===== config.mk =====
export PLATFORM = sky130hd
export DESIGN_NAME = uart_tx_arbiter
export DESIGN_NICKNAME = d
export VERILOG_FILES = /design/src/rtl/uart_tx_arbiter.sv
export SDC_FILE = /design/constraint.sdc
export NUM_CORES = 1
export LEC_CHECK = 0
export ABC_AREA = 0
export CAP_MARGIN = 20
export CORE_AREA = 10 10 82 120
export DETAILED_ROUTE_END_ITERATION = 6
export DIE_AREA = 0 0 92 130
export PLACE_DENSITY_LB_ADDON = 0.1
export SETUP_SLACK_MARGIN = 0.02
export SLEW_MARGIN = 20
export SYNTH_ARGS = -nofsm -noshare
export SYNTH_HDL_FRONTEND = slang
export SYNTH_SLANG_ARGS = --single-unit

===== constraint.sdc =====
create_clock -name clk -period 3.3 [get_ports clk]
set_clock_uncertainty 0.15 [all_clocks]
set_input_delay 0.825 -clock clk [delete_from_list [all_inputs] [get_ports clk]]
set_output_delay 0.825 -clock clk [all_outputs]
set_load 0.05 [all_outputs]

===== src/rtl/uart_tx_arbiter.sv =====
`timescale 1ns/1ps
// Round-robin arbiter that shares one UART transmitter among NUM_REQ byte sources.
// Follows Tx_BUSY to find frame start and end, and flags writes the transmitter never picks up.
module uart_tx_arbiter #(
  parameter int NUM_REQ       = 4,
  parameter int START_TIMEOUT = 16
) (
  input  logic                       clk,
  input  logic                       reset,
  input  logic [NUM_REQ-1:0]         req,
  input  logic [8*NUM_REQ-1:0]       req_data,
  output logic [NUM_REQ-1:0]         grant,
  output logic [NUM_REQ-1:0]         done,
  output logic                       err,
  output logic [$clog2(NUM_REQ)-1:0] active_id,
  output logic                       busy,
  output logic [7:0]                 Tx_DATA,
  output logic                       Tx_WR,
  output logic                       Tx_EN,
  input  logic                       Tx_BUSY
);

  localparam int IDW = $clog2(NUM_REQ);
  localparam int CW  = $clog2(START_TIMEOUT + 1);

  localparam logic [IDW-1:0]     LAST_ID   = IDW'(NUM_REQ - 1);
  localparam logic [CW-1:0]      CNT_LIMIT = CW'(START_TIMEOUT - 1);
  localparam logic [NUM_REQ-1:0] ONE_HOT0  = NUM_REQ'(1);

  typedef enum logic [1:0] {
    S_IDLE,
    S_START,
    S_SEND,
    S_DONE
  } state_e;

  state_e             state_q;
  logic [CW-1:0]      cnt_q;
  logic [IDW-1:0]     lastId_q;
  logic [IDW-1:0]     activeId_q;
  logic [NUM_REQ-1:0] grant_q;
  logic [NUM_REQ-1:0] done_q;
  logic               err_q;
  logic               busy_q;
  logic [7:0]         txData_q;
  logic               txWr_q;
  logic               txEn_q;

  logic               selValid_d;
  logic [IDW-1:0]     selId_d;
  logic [7:0]         selData_d;
  logic [IDW-1:0]     searchIdx;
  logic [7:0]         reqByte [NUM_REQ];

  for (genvar g = 0; g < NUM_REQ; g++) begin : g_bytes
    assign reqByte[g] = req_data[8*g +: 8];
  end

  // Rotating-priority search: start just after the last served requester and wrap.
  always_comb begin
    searchIdx  = lastId_q;
    selValid_d = 1'b0;
    selId_d    = lastId_q;
    for (int k = 0; k < NUM_REQ; k++) begin
      searchIdx = (searchIdx == LAST_ID) ? '0 : searchIdx + 1'b1;
      if (!selValid_d && req[searchIdx]) begin
        selValid_d = 1'b1;
        selId_d    = searchIdx;
      end
    end
    selData_d = reqByte[selId_d];
  end

  always_ff @(posedge clk) begin
    if (!reset) begin
      state_q    <= S_IDLE;
      cnt_q      <= '0;
      lastId_q   <= LAST_ID;
      activeId_q <= '0;
      grant_q    <= '0;
      done_q     <= '0;
      err_q      <= 1'b0;
      busy_q     <= 1'b0;
      txData_q   <= 8'h00;
      txWr_q     <= 1'b0;
      txEn_q     <= 1'b0;
    end else begin
      grant_q <= '0;
      done_q  <= '0;
      err_q   <= 1'b0;
      case (state_q)
        S_IDLE: begin
          if (selValid_d) begin
            state_q    <= S_START;
            cnt_q      <= '0;
            lastId_q   <= selId_d;
            activeId_q <= selId_d;
            grant_q    <= ONE_HOT0 << selId_d;
            txData_q   <= selData_d;
            txWr_q     <= 1'b1;
            txEn_q     <= 1'b1;
            busy_q     <= 1'b1;
          end
        end
        S_START: begin
          if (Tx_BUSY) begin
            state_q <= S_SEND;
            txWr_q  <= 1'b0;
          end else if (cnt_q == CNT_LIMIT) begin
            // Transmitter never acknowledged the write: abandon it without a done pulse.
            state_q <= S_IDLE;
            cnt_q   <= '0;
            err_q   <= 1'b1;
            txWr_q  <= 1'b0;
            txEn_q  <= 1'b0;
            busy_q  <= 1'b0;
          end else begin
            cnt_q <= cnt_q + 1'b1;
          end
        end
        S_SEND: begin
          if (!Tx_BUSY) begin
            state_q <= S_DONE;
            done_q  <= ONE_HOT0 << activeId_q;
          end
        end
        S_DONE: begin
          state_q <= S_IDLE;
          txEn_q  <= 1'b0;
          busy_q  <= 1'b0;
        end
        default: begin
          state_q <= S_IDLE;
          txWr_q  <= 1'b0;
          txEn_q  <= 1'b0;
          busy_q  <= 1'b0;
        end
      endcase
    end
  end

  assign grant     = grant_q;
  assign done      = done_q;
  assign err       = err_q;
  assign active_id = activeId_q;
  assign busy      = busy_q;
  assign Tx_DATA   = txData_q;
  assign Tx_WR     = txWr_q;
  assign Tx_EN     = txEn_q;

endmodule

* After elaboration in Yosys (flattened, before gate mapping) *
Cells that the tools add are included.

cells by class
  add/subtract/negate cells = 5
  magnitude comparators = 5
  equality and inequality tests = 13
  shift-type cells = 2
  muxes and demuxes = 39
  bitwise logic cells = 4
  reduce and logical (&&, ||, !) cells = 17

operators with widths
  kind                   number
  $mux W2                12
  $bmux W8 S2            1
  $mux W8                2
  $mux W5                3
  $mux W1                13
  $eq A2 B2 Y1 const B   6
  $lt A2 B3 Y1 const B   4
  $reduce_and A3 Y1      4
  $pmux W5 S2            1
  $add A2 B1 Y2 const B  4
  $bmux W1 S2            4
  $ne A2 B2 Y1 const B   4
  $pmux W2 S4            1
  $shl A1 B2 Y4 const A  2
  $reduce_or A3 Y1       2
  $add A5 B1 Y5 const B  1
  $eq A5 B4 Y1 const B   1
  $reduce_and A4 Y1      1
  $ge A3 B3 Y1 const B   1
  $logic_and A1 B1 Y1    3
  $logic_not A1 Y1       3
  $ne A3 B3 Y1 const B   1
  $not A1 Y1             3
  $not A2 Y3             1
  7 further kinds        7

word-level totals
  register bits = 30
  bits of input ports = 39
  output and inout bits = 22
  logic and storage cells = 95

* Logic depth before layout (Yosys ltp) *
Gate-level depths: netlist (run 1).

  word-level depth = 18
  mapped depth = 10
  depth with buffers taken out = 8

* Least setup slack after synthesis (run 1) *
Ideal clock, no wire load.

  path kind = input port to flip-flop
  start = in req[3]
  end = reg txData_q[2] (netlist: Tx_DATA[2])
  library setup time = 0.069 ns
  arrival time = 2.632 ns
  data required time = 3.081 ns
  path slack = 0.448 ns
  stages = 9
  buffers on the path = 2
  cells stage by stage = buf_2 -> o21bai_1 -> mux2_2 -> o311ai_1 -> a2111oi_0 -> a21oi_1 -> buf_2 -> mux2_2 -> o21ai_2

on the way
  longest elaborated chain between the ends = 16
  elaborated cells between the ends (all ways) = 27
  those cells by class = mux (19); bitwise (1); reduce/logical (7)

RTL lines
  item                                         line  source
  from (decl)                                  10    input logic [NUM_REQ-1:0] req,
  $bmux W1 S2                                  66    if (!selValid_d && req[searchIdx]) begin
  $mux W1 (implied by the code)                66
  $mux W1                                      66
  $logic_not A1 Y1                             66
  $logic_and A1 B1 Y1                          66
  $mux W1                                      66
  $logic_not A1 Y1                             66
  $logic_and A1 B1 Y1                          66
  $mux W1                                      66
  $logic_not A1 Y1                             66
  $logic_and A1 B1 Y1                          66
  $mux W2                                      66
  $not A2 Y3 (implied by the code)             71    selData_d = reqByte[selId_d];
  $bmux W8 S2                                  71
  $mux W8 (implied by the code) (2 in series)  71
  to (signal assigned)                         99    txData_q <= selData_d;
  to (decl)                                    45    logic [7:0] txData_q;

Parallel ways exist; a longest one is shown, timed or not. The select of a mux whose other input is x is not followed.
A chain may end at the register's enable or synchronous reset.

* Worst setup path after layout (run 1) *
  start = in req[1]
  end = reg txData_q[0] (netlist: Tx_DATA[0])

Same word-level chain as after synthesis.

==> results.txt, run 1 <==
----------------------------------------------------
[Run status]
  Outcome ... finished, final reports clean

[Logic synthesis]
  Largest family of logic cells by synthesized area ... compound AO/OA/AOI/OAI gates
  Proportion of synthesized chip area in sequential cells ... 0.318
  Adder and majority gate portion of the synthesized area ... 0.0464
  Share of synthesized cell area in and, or, nand and nor gates ... 0.195
  XOR/XNOR share of the synthesized area ... 0
  Cells after synthesis ... 215
  Count of yosys warnings during synthesis ... 0
  Compound-Gate Fraction of Synth Area ... 0.203
  Seq cells post-synth ... 30
  Top cells by area in the synthesized netlist ... sky130_fd_sc_hd__dfxtp_1, sky130_fd_sc_hd__mux2i_1, sky130_fd_sc_hd__ha_1
  Post-synth top flop ... sky130_fd_sc_hd__dfxtp_1
  Average size of a mapped cell ... 8.78 µm²
  Area fraction of the dominant cell type after synthesis ... 0.318
  EDFF count, synth ... 0
  Synthesized area ... 1890 µm²
  Net count after synthesis ... 261
  Multiplexer fraction of the synthesized cell area ... 0.171
  Cell type with the largest total area after synthesis ... sky130_fd_sc_hd__dfxtp_1
  Count of different cell masters after synthesis ... 50
  Async SR Flop Fraction ... 0

[Clock tree]
  # hold bufs at CTS ... 0
  Number of clock buffers inserted by TritonCTS ... 5
  Number of resized instances in the post-cts repair step ... 0
  Post-CTS setup buffer count ... 0
  Buffer levels on the longest clock path ... 2
  Clock latency at the later pin of the worst-skew pair ... 0.28 ns
  Total number of H-tree levels ... 2
  Clk sink count ... 30
  Clk pin slew, worst setup/hold paths ... 0.05 ns
  Clock tree from TritonCTS ... yes
  Master cell of the clock root buffer ... sky130_fd_sc_hd__clkbuf_16

[Floorplan]
  Total core area ... 7810 µm²
  Die Span X ... 92 µm
  Area of the die ... 12000 µm²
  Initial Util ... 0.242
  Number of ports placed on the die boundary ... 61
  Chip Height ... 130 µm
  Row Count ... 40

[Detailed routing]
  Drt drc ... 0
  Drt first-iter violations ... 60
  Overall via count from detail_route ... 1762
  Number of vias per cell ... 4.59
  Aggregate routed wire length ... 5.30 mm
  Antenna violation net count after detailed routing ... 0
  Average routed wire per standard cell ... 13.8 µm
  First-pass detailed-route iteration total ... 4

[Finish]
  Layout overhead on the synthesized area ... 48.0%
  Number of standard cells in the layout, taps in and fillers out ... 384
  Final Core Density ... 0.358
  Layout net count ... 324
  Top library cells by usage in the layout, fill and taps aside ... sky130_fd_sc_hd__clkdlybuf4s50_1, sky130_fd_sc_hd__dfxtp_1, sky130_fd_sc_hd__mux2i_1
  Fraction of layout instances using a drive strength above 1 ... 0.136
  Number of diodes added for antenna fixing ... 0
  Number of inserted filler cells in the final layout ... 844
  Leading cell type in the layout, fill and taps excluded ... sky130_fd_sc_hd__clkdlybuf4s50_1

[Pwr]
  Net switching share of the total power ... 0.398
  Power density relative to cell area ... 802 nW/µm²
  Largest voltage drop on the vdd net ... 0.000343 V
  Comb power frac ... 0.550
  Portion of total power attributed to sequential cells ... 0.221
  Clock power share ... 0.228
  Internal power ... 1350 µW
  Leak pwr ... 0.00112 µW
  Switching pwr ... 894 µW

[Placed design]
  DP Worst Slack ... 0.0397 ns
  Post-DP HPWL ... 4.28 mm
  Routability congestion estimate ... 0.821
  Placed cell count ... 376
  Count of input and output buffers ... 60

[STA]
  Max Slew Vio Count ... 0
  Max Freq ... 336 MHz
  Final Cycle Share ... 0.903
  Setup total negative slack ... 0 ns
  Final critical delay including setup and external delays ... 2.98 ns
  Smallest setup slack after layout ... 0.321 ns
  Post-Route Hold Slack ... 0.289 ns
  Relative slew margins ... 0.646
  Unrepaired setup endpoints after global routing ... false
  Final hold violations ... 0
  Final setup vio count ... 0
  Slew at the pin closest to its max-slew limit ... 0.530 ns

[GRT]
  GRT Resource Usage Total ... 0.0917
  Antenna violations before repair ... 0
  Maximum number of pins on one net before global-route repair ... 22
  Wire length of the first global-routing pass ... 8.87 mm
  Grt total ovfl ... 0
  Vias in the first global route ... 1875

[Setup path]
  Critical path data required time ... 3.36 ns
  CP Launch Type ... primary input
  Largest incremental delay on the critical path ... 0.50 ns
  Critical path cell sequence ... clkdlybuf4s50_1, buf_4, nor4b_1, a31oi_1, a22oi_1, a2111oi_0, a21oi_1, buf_4, mux2_2, o21ai_1
  Crit. End Element ... flop
  Critical Path Most Common Cell ... sky130_fd_sc_hd__buf_4
  Launching element of the worst setup path ... req[1]
  CP max-delay cell ... sky130_fd_sc_hd__clkdlybuf4s50_1
  Crit path kind ... primary input to flop
  Critical R2R Launch ... lastId_q[1]
  Critical path fanouts, max ... 7
  WP data arrival ... 3.04 ns

[Flow run]
  Max-capacitance violation count ... 0

[Worst hold path]
  Min-Delay Path Class ... flop to flop
  Worst hold path startpoint ... cnt_q[4]

----------------------------------------------------
==> metrics by stage <==
stage	power [µW]	cell area, µm²
3_5_place_dp	1760	2630
2_1_floorplan	1420	1890
5_1_grt	2390	2800
3_3_place_gp	1760	2630
6_report	2240	2800
4_1_cts	2280	2800
==> path summary, 6_finish.rpt <==
kind	endpoint	slack [ns]	cells after the start
setup / recovery	Tx_DATA[0]	0.32	10
hold reg to reg	cnt_q[4]	0.29	2
hold / removal	cnt_q[4]	0.29	2
setup reg to reg	Tx_DATA[0]	0.54	8
==> state kept, by name, indices dropped and copies added (netlist names), named ones only <==
| signal | count |
|---|---|
| state_q | 1 |
| grant | 4 |
| lastId_q | 2 |
| done | 4 |
| Tx_DATA | 8 |
| cnt_q | 5 |
| err | 1 |
| active_id | 2 |
| Tx_WR | 1 |
| Tx_EN | 1 |
==> cell usage after synthesis, drive strengths merged (2+ instances only) <==
cell type,instances
and2,3
clkbuf,6
a21boi,5
buf,10
nand3,16
o21a,2
nor3b,5
a22oi,2
o31ai,2
dfxtp,30
nor2b,5
o211ai,2
o21bai,3
and3,2
nor2,15
a21oi,6
mux2i,18
inv,9
ha,7
a211o,2
o21ai,15
mux2,9
nor3,6
nand2,15
==> worst max-delay path: cells and delay by family <==
kind                   cells  cell delay (ns)
buffers and inverters      3             0.91
AOI/OAI and AO/OA          5             0.67
muxes                      1             0.34
and+or+nand+nor            1             0.28
==> metal layers <==
metal  wire length [µm]  track usage  share of wire
met3                453       0.0443          0.085
met1               2050       0.0876           0.39
met5                  0            0              0
met4                127       0.0474          0.024
met2               2670        0.160           0.50
==> cell type report <==
| type | count | area [µm²] | share of cell area |
|---|---|---|---|
| inverter | 9 | 33.8 | 0.0121 |
| multi-input combinational | 160 | 1160 | 0.415 |
| timing repair buffer | 72 | 703 | 0.252 |
| sequential | 30 | 601 | 0.215 |
| clock inverter | 3 | 40.0 | 0.0143 |
| tap | 105 | 131 | 0.0470 |
| clock buffer | 5 | 125 | 0.0448 |
==> cells by family (layout without fill, tap and decap cells) <==
| group | count (synthesis) | in the layout |
|---|---|---|
| buf+inv | 25 | 89 |
| flops | 30 | 30 |
| simple gates | 73 | 73 |
| compound gates | 52 | 52 |
| mux | 28 | 28 |
| fa+ha+maj | 7 | 7 |
==> power by group through the flow <==
stage / Clock, µW / Combinational [µW] / Sequential, µW
2_1_floorplan: 0 / 703 / 721
3_3_place_gp: 0 / 1260 / 503
3_5_place_dp: 0 / 1250 / 505
4_1_cts: 526 / 1260 / 499
5_1_grt: 544 / 1340 / 508
6_report: 512 / 1230 / 496
Power figures use the tool's default switching activity.
==> run 2, diff against run 1 <==
Clock period 3.3 ns to 3.7 ns, I/O delays scaled along.
==> results.txt, run 2 (same netlist as run 1, synthesis figures left out) <==
----------------------------------------------------
[Setup path]
  Critical path fanouts, max ... 12
  CP Launch Type ... primary input
  Crit. End Element ... flop
  Critical path data required time ... 3.75 ns
  Crit path kind ... primary input to flop
  WP data arrival ... 3.35 ns

[Pwr]
  Leak pwr ... 0.00109 µW
  Power density relative to cell area ... 701 nW/µm²
  Largest voltage drop on the vdd net ... 0.000245 V

[STA]
  Final Cycle Share ... 0.893
  Relative slew margins ... 0.605
  Slew at the pin closest to its max-slew limit ... 0.592 ns
  Unrepaired setup endpoints after global routing ... false
  Max Slew Vio Count ... 0
  Max Freq ... 303 MHz
  Final setup vio count ... 0
  Setup total negative slack ... 0 ns
  Smallest setup slack after layout ... 0.395 ns
  Post-Route Hold Slack ... 0.288 ns
  Final hold violations ... 0
  Final critical delay including setup and external delays ... 3.30 ns

[Clock tree]
  Post-CTS setup buffer count ... 0
  Clock tree from TritonCTS ... yes
  Clk pin slew, worst setup/hold paths ... 0.05 ns
  Clock latency at the later pin of the worst-skew pair ... 0.27 ns
  Number of clock buffers inserted by TritonCTS ... 5
  Clk sink count ... 30
  # hold bufs at CTS ... 0
  Master cell of the clock root buffer ... sky130_fd_sc_hd__clkbuf_16
  Total number of H-tree levels ... 2
  Number of resized instances in the post-cts repair step ... 0
  Buffer levels on the longest clock path ... 2

[Floorplan]
  Area of the die ... 12000 µm²
  Chip Height ... 130 µm
  Total core area ... 7810 µm²
  Die Span X ... 92 µm
  Initial Util ... 0.242
  Number of ports placed on the die boundary ... 61
  Row Count ... 40

[Placed design]
  DP Worst Slack ... 0.137 ns
  Instance area at placement ... 2600 µm²
  Post-DP HPWL ... 4.23 mm
  Count of input and output buffers ... 60
  Routability congestion estimate ... 0.718

[Detailed routing]
  Overall via count from detail_route ... 1763
  Number of vias per cell ... 4.64
  Average routed wire per standard cell ... 14.0 µm
  Drt first-iter violations ... 91
  First-pass detailed-route iteration total ... 4
  Aggregate routed wire length ... 5.32 mm
  Drt drc ... 0
  Antenna violation net count after detailed routing ... 0

[Run status]
  Outcome ... finished, final reports clean

[Finish]
  Fraction of layout instances using a drive strength above 1 ... 0.120
  Summed area of non-filler cells in the final layout ... 2750 µm²
  Largest register FFs ... 8
  Final Core Density ... 0.352
  Number of diodes added for antenna fixing ... 0
  Leading cell type in the layout, fill and taps excluded ... sky130_fd_sc_hd__clkdlybuf4s50_1
  Layout net count ... 320
  Top library cells by usage in the layout, fill and taps aside ... sky130_fd_sc_hd__clkdlybuf4s50_1, sky130_fd_sc_hd__dfxtp_1, sky130_fd_sc_hd__mux2i_1
  Layout overhead on the synthesized area ... 45.5%

[GRT]
  Maximum number of pins on one net before global-route repair ... 22
  Antenna violations before repair ... 0
  Grt total ovfl ... 0
  Vias in the first global route ... 1797
  Wire length of the first global-routing pass ... 8.55 mm
  GRT Resource Usage Total ... 0.0879

[Worst hold path]
  Min-Delay Path Class ... flop to flop

[Flow run]
  Max-capacitance violation count ... 0

----------------------------------------------------
[run 2: stage by stage]
step	std cells	total power (µW)
final	380	1930
after CTS	380	1970
after global placement	372	1550
after floorplan	215	1270
after global routing	380	2060
after detailed placement	372	1550
[run 2: layer usage]
metal	GRT usage	vias up	part of all wire
li1	-	898	-
met1	0.0865	808	0.40
met2	0.155	48	0.50
met3	0.0385	9	0.074
met4	0.0410	0	0.017
met5	0	-	0
[run 2: cell type report]
cell class                      count  area [µm²]
Clock inverter                      1        5.00
Sequential cell                    30         601
Multi-Input combinational cell    160        1160
Inverter                            9        33.8
Fill cell                         858        5060
Clock buffer                        7         143
Tap cell                          105         131
Timing Repair Buffer               68         673
[run 2: path summary, 6_finish.rpt]
kind,endpoint,slack [ns],start,depth (start not counted)
worst max-delay path,Tx_DATA[0],0.40,req[3],9
worst min register to register,cnt_q[4],0.29,cnt_q[4],2
worst min-delay path,cnt_q[4],0.29,cnt_q[4],2
worst max register to register,Tx_DATA[0],0.55,lastId_q[0],9
[run 2: critical path, stage by stage]
cell	delay, ns
sky130_fd_sc_hd__clkdlybuf4s50_1	0.59
sky130_fd_sc_hd__o21bai_1	0.25
sky130_fd_sc_hd__mux2_2	0.29
sky130_fd_sc_hd__a311oi_1	0.33
sky130_fd_sc_hd__a2111oi_0	0.11
sky130_fd_sc_hd__a21oi_1	0.15
sky130_fd_sc_hd__buf_4	0.24
sky130_fd_sc_hd__mux2_2	0.36
sky130_fd_sc_hd__o21ai_1	0.11
[run 2: where the power goes]
| group | internal [µW] | switching (µW) | total, µW |
|---|---|---|---|
| Clock | 266 | 138 | 404 |
| Sequential | 395 | 63.0 | 458 |
| Combinational | 477 | 588 | 1060 |
| Total | 1140 | 789 | 1930 |
==> RTL edit, RTL diff (config.mk and constraints of run 1) <==
Change the parameter `START_TIMEOUT` from 16 to 32.
--- a/src/rtl/uart_tx_arbiter.sv
+++ b/src/rtl/uart_tx_arbiter.sv
@@ -3,7 +3,7 @@
 // Follows Tx_BUSY to find frame start and end, and flags writes the transmitter never picks up.
 module uart_tx_arbiter #(
   parameter int NUM_REQ       = 4,
-  parameter int START_TIMEOUT = 16
+  parameter int START_TIMEOUT = 32
 ) (
   input  logic                       clk,
   input  logic                       reset,
Behaviour: same outputs for any inputs over 10 cycles, from zero or initial values and one cycle with reset low; that may be too few to reach the edited logic, so the function may still have changed.
==> RTL edit against run 1 <==
Global-route usage up 2.2 points. First-iteration DRC count decreased by 22%. Count of clock-buffer cells in the layout grew 2. Setup slack got worse by 150 ps. Sequential cell count rose by 1. Via count is 12% higher. Highest routed layer unchanged. Synthesized area is 6.3% higher. Total power up 41%. Maximum frequency down 4.7%. Final area increased by 8.4%. Clock power is 3% lower. Wire length is 27% higher. Critical endpoint unchanged.
==> RTL edit: results (changes against run 1) <==
----------------------------------------------------
[Cells and area]
  Final Instance Area ... 3029 sq um (+8.4%)
  Clock tree cell share of total cell area ... 5.287% (-0.62 points)
  Antenna cells ... 1 (+1)
  Share of layout cells above drive strength 1 ... 18.00% (+4.4 points)
  Final-layout non-clock buffer area share ... 26.60% (+1.4 points)
  Logic inverters ... 4 (-5)
  Combined area of the multi-input logic cells ... 1294 sq um (+11%)
  Number of multi-input combinational cells ... 173 (+8.1%)
  Seq_cells ... 31 (+3.3%)
  Final-layout clock buffer total ... 7 (+2)

[Power and ir drop]
  Maximum vdd ir drop ... 0.4696 mV (+37%)
  Static Leak ... 1.165 nW (+4.2%)

[Global routing]
  Met3 demand-to-capacity share in global routing ... 2.875% (-1.6 points)
  First-pass GRT wire length ... 10,810 um (+22%)
  GR Layer Usage met2 ... 21.79% (+5.8 points)
  Met1 routing resource usage after global routing ... 11.08% (+2.3 points)

[Logic synthesis]
  Net Count, Synth ... 265 (+1.5%)
  Compound-cell area share of the yosys netlist ... 30.24% (+10 points)
  Mean Syn Cell Area ... 9.164 sq um (+4.4%)
  Most frequent cells after synthesis ... dfxtp_1 (31), nor2_1 (17), nand2_1 (16), o21ai_0 (14), nand3_1 (13)
  Area contributors post-synth ... dfxtp_1 (31%), ha_1 (4.4%), a32o_1 (4.0%)

[Min path]
  Worst hold endpoint ... Tx_DATA[2]
  Launch instance of the worst min-delay path ... Tx_DATA[2]
  Hold depth ... 1 (-1)

[Critical path]
  Reg-to-reg slack, setup ... 470 ps (-70 ps)
  Worst Reg2Reg Path Length in Cells ... 9 (+1)
  Largest fanout on the critical path ... 21 (+14)

[Detailed routing]
  Detailed-routed wire length on met2 ... 3775 um (+41%)
  Met3 wire len ... 305 um (-33%)
  Ratio of routed vias to standard cells ... 4.867 (+6.1%)
  Via count ... 1,976 (+12%)

[Placed design]
  Weighted congestion at the end of routability-driven global placement ... 0.8200 (about the same)
  Cell Count Post-Placement ... 397 (+5.6%)
  Post-detailed-placement half-perimeter wirelength ... 5237 um (+22%)

[Run status]
  Result of the run ... completed

----------------------------------------------------
RTL edit: cell types whose count changed after synthesis, sizes merged, moves of 4 or more:
| cell | before | now |
|---|---|---|
| a211o | 2 | 8 |
| nor3 | 6 | 2 |
| o21a | 2 | 9 |
| a32o | 0 | 8 |
| mux2 | 9 | 5 |
| mux2i | 18 | 4 |
| xor2 | 0 | 4 |
| inv | 9 | 4 |
| a22oi | 2 | 8 |
RTL edit: where the power goes:
group,switching (mW),total [mW],internal [mW]
registers,0.0591,0.527,0.468
logic,1.17,2.14,0.977
clock network,0.176,0.497,0.321
RTL edit: worst max-delay path by stage:
stage           start         end  slack (ps)  cells past startpoint
2_1_floorplan  req[3]  Tx_DATA[1]         450                      9
3_3_place_gp   req[3]  Tx_DATA[0]           8                      9
3_5_place_dp   req[2]  Tx_DATA[0]         -70                      9
4_1_cts        req[3]  Tx_DATA[0]         210                      9
5_1_grt        req[2]  Tx_DATA[0]          50                      9
6_report       req[3]  Tx_DATA[0]         170                      9
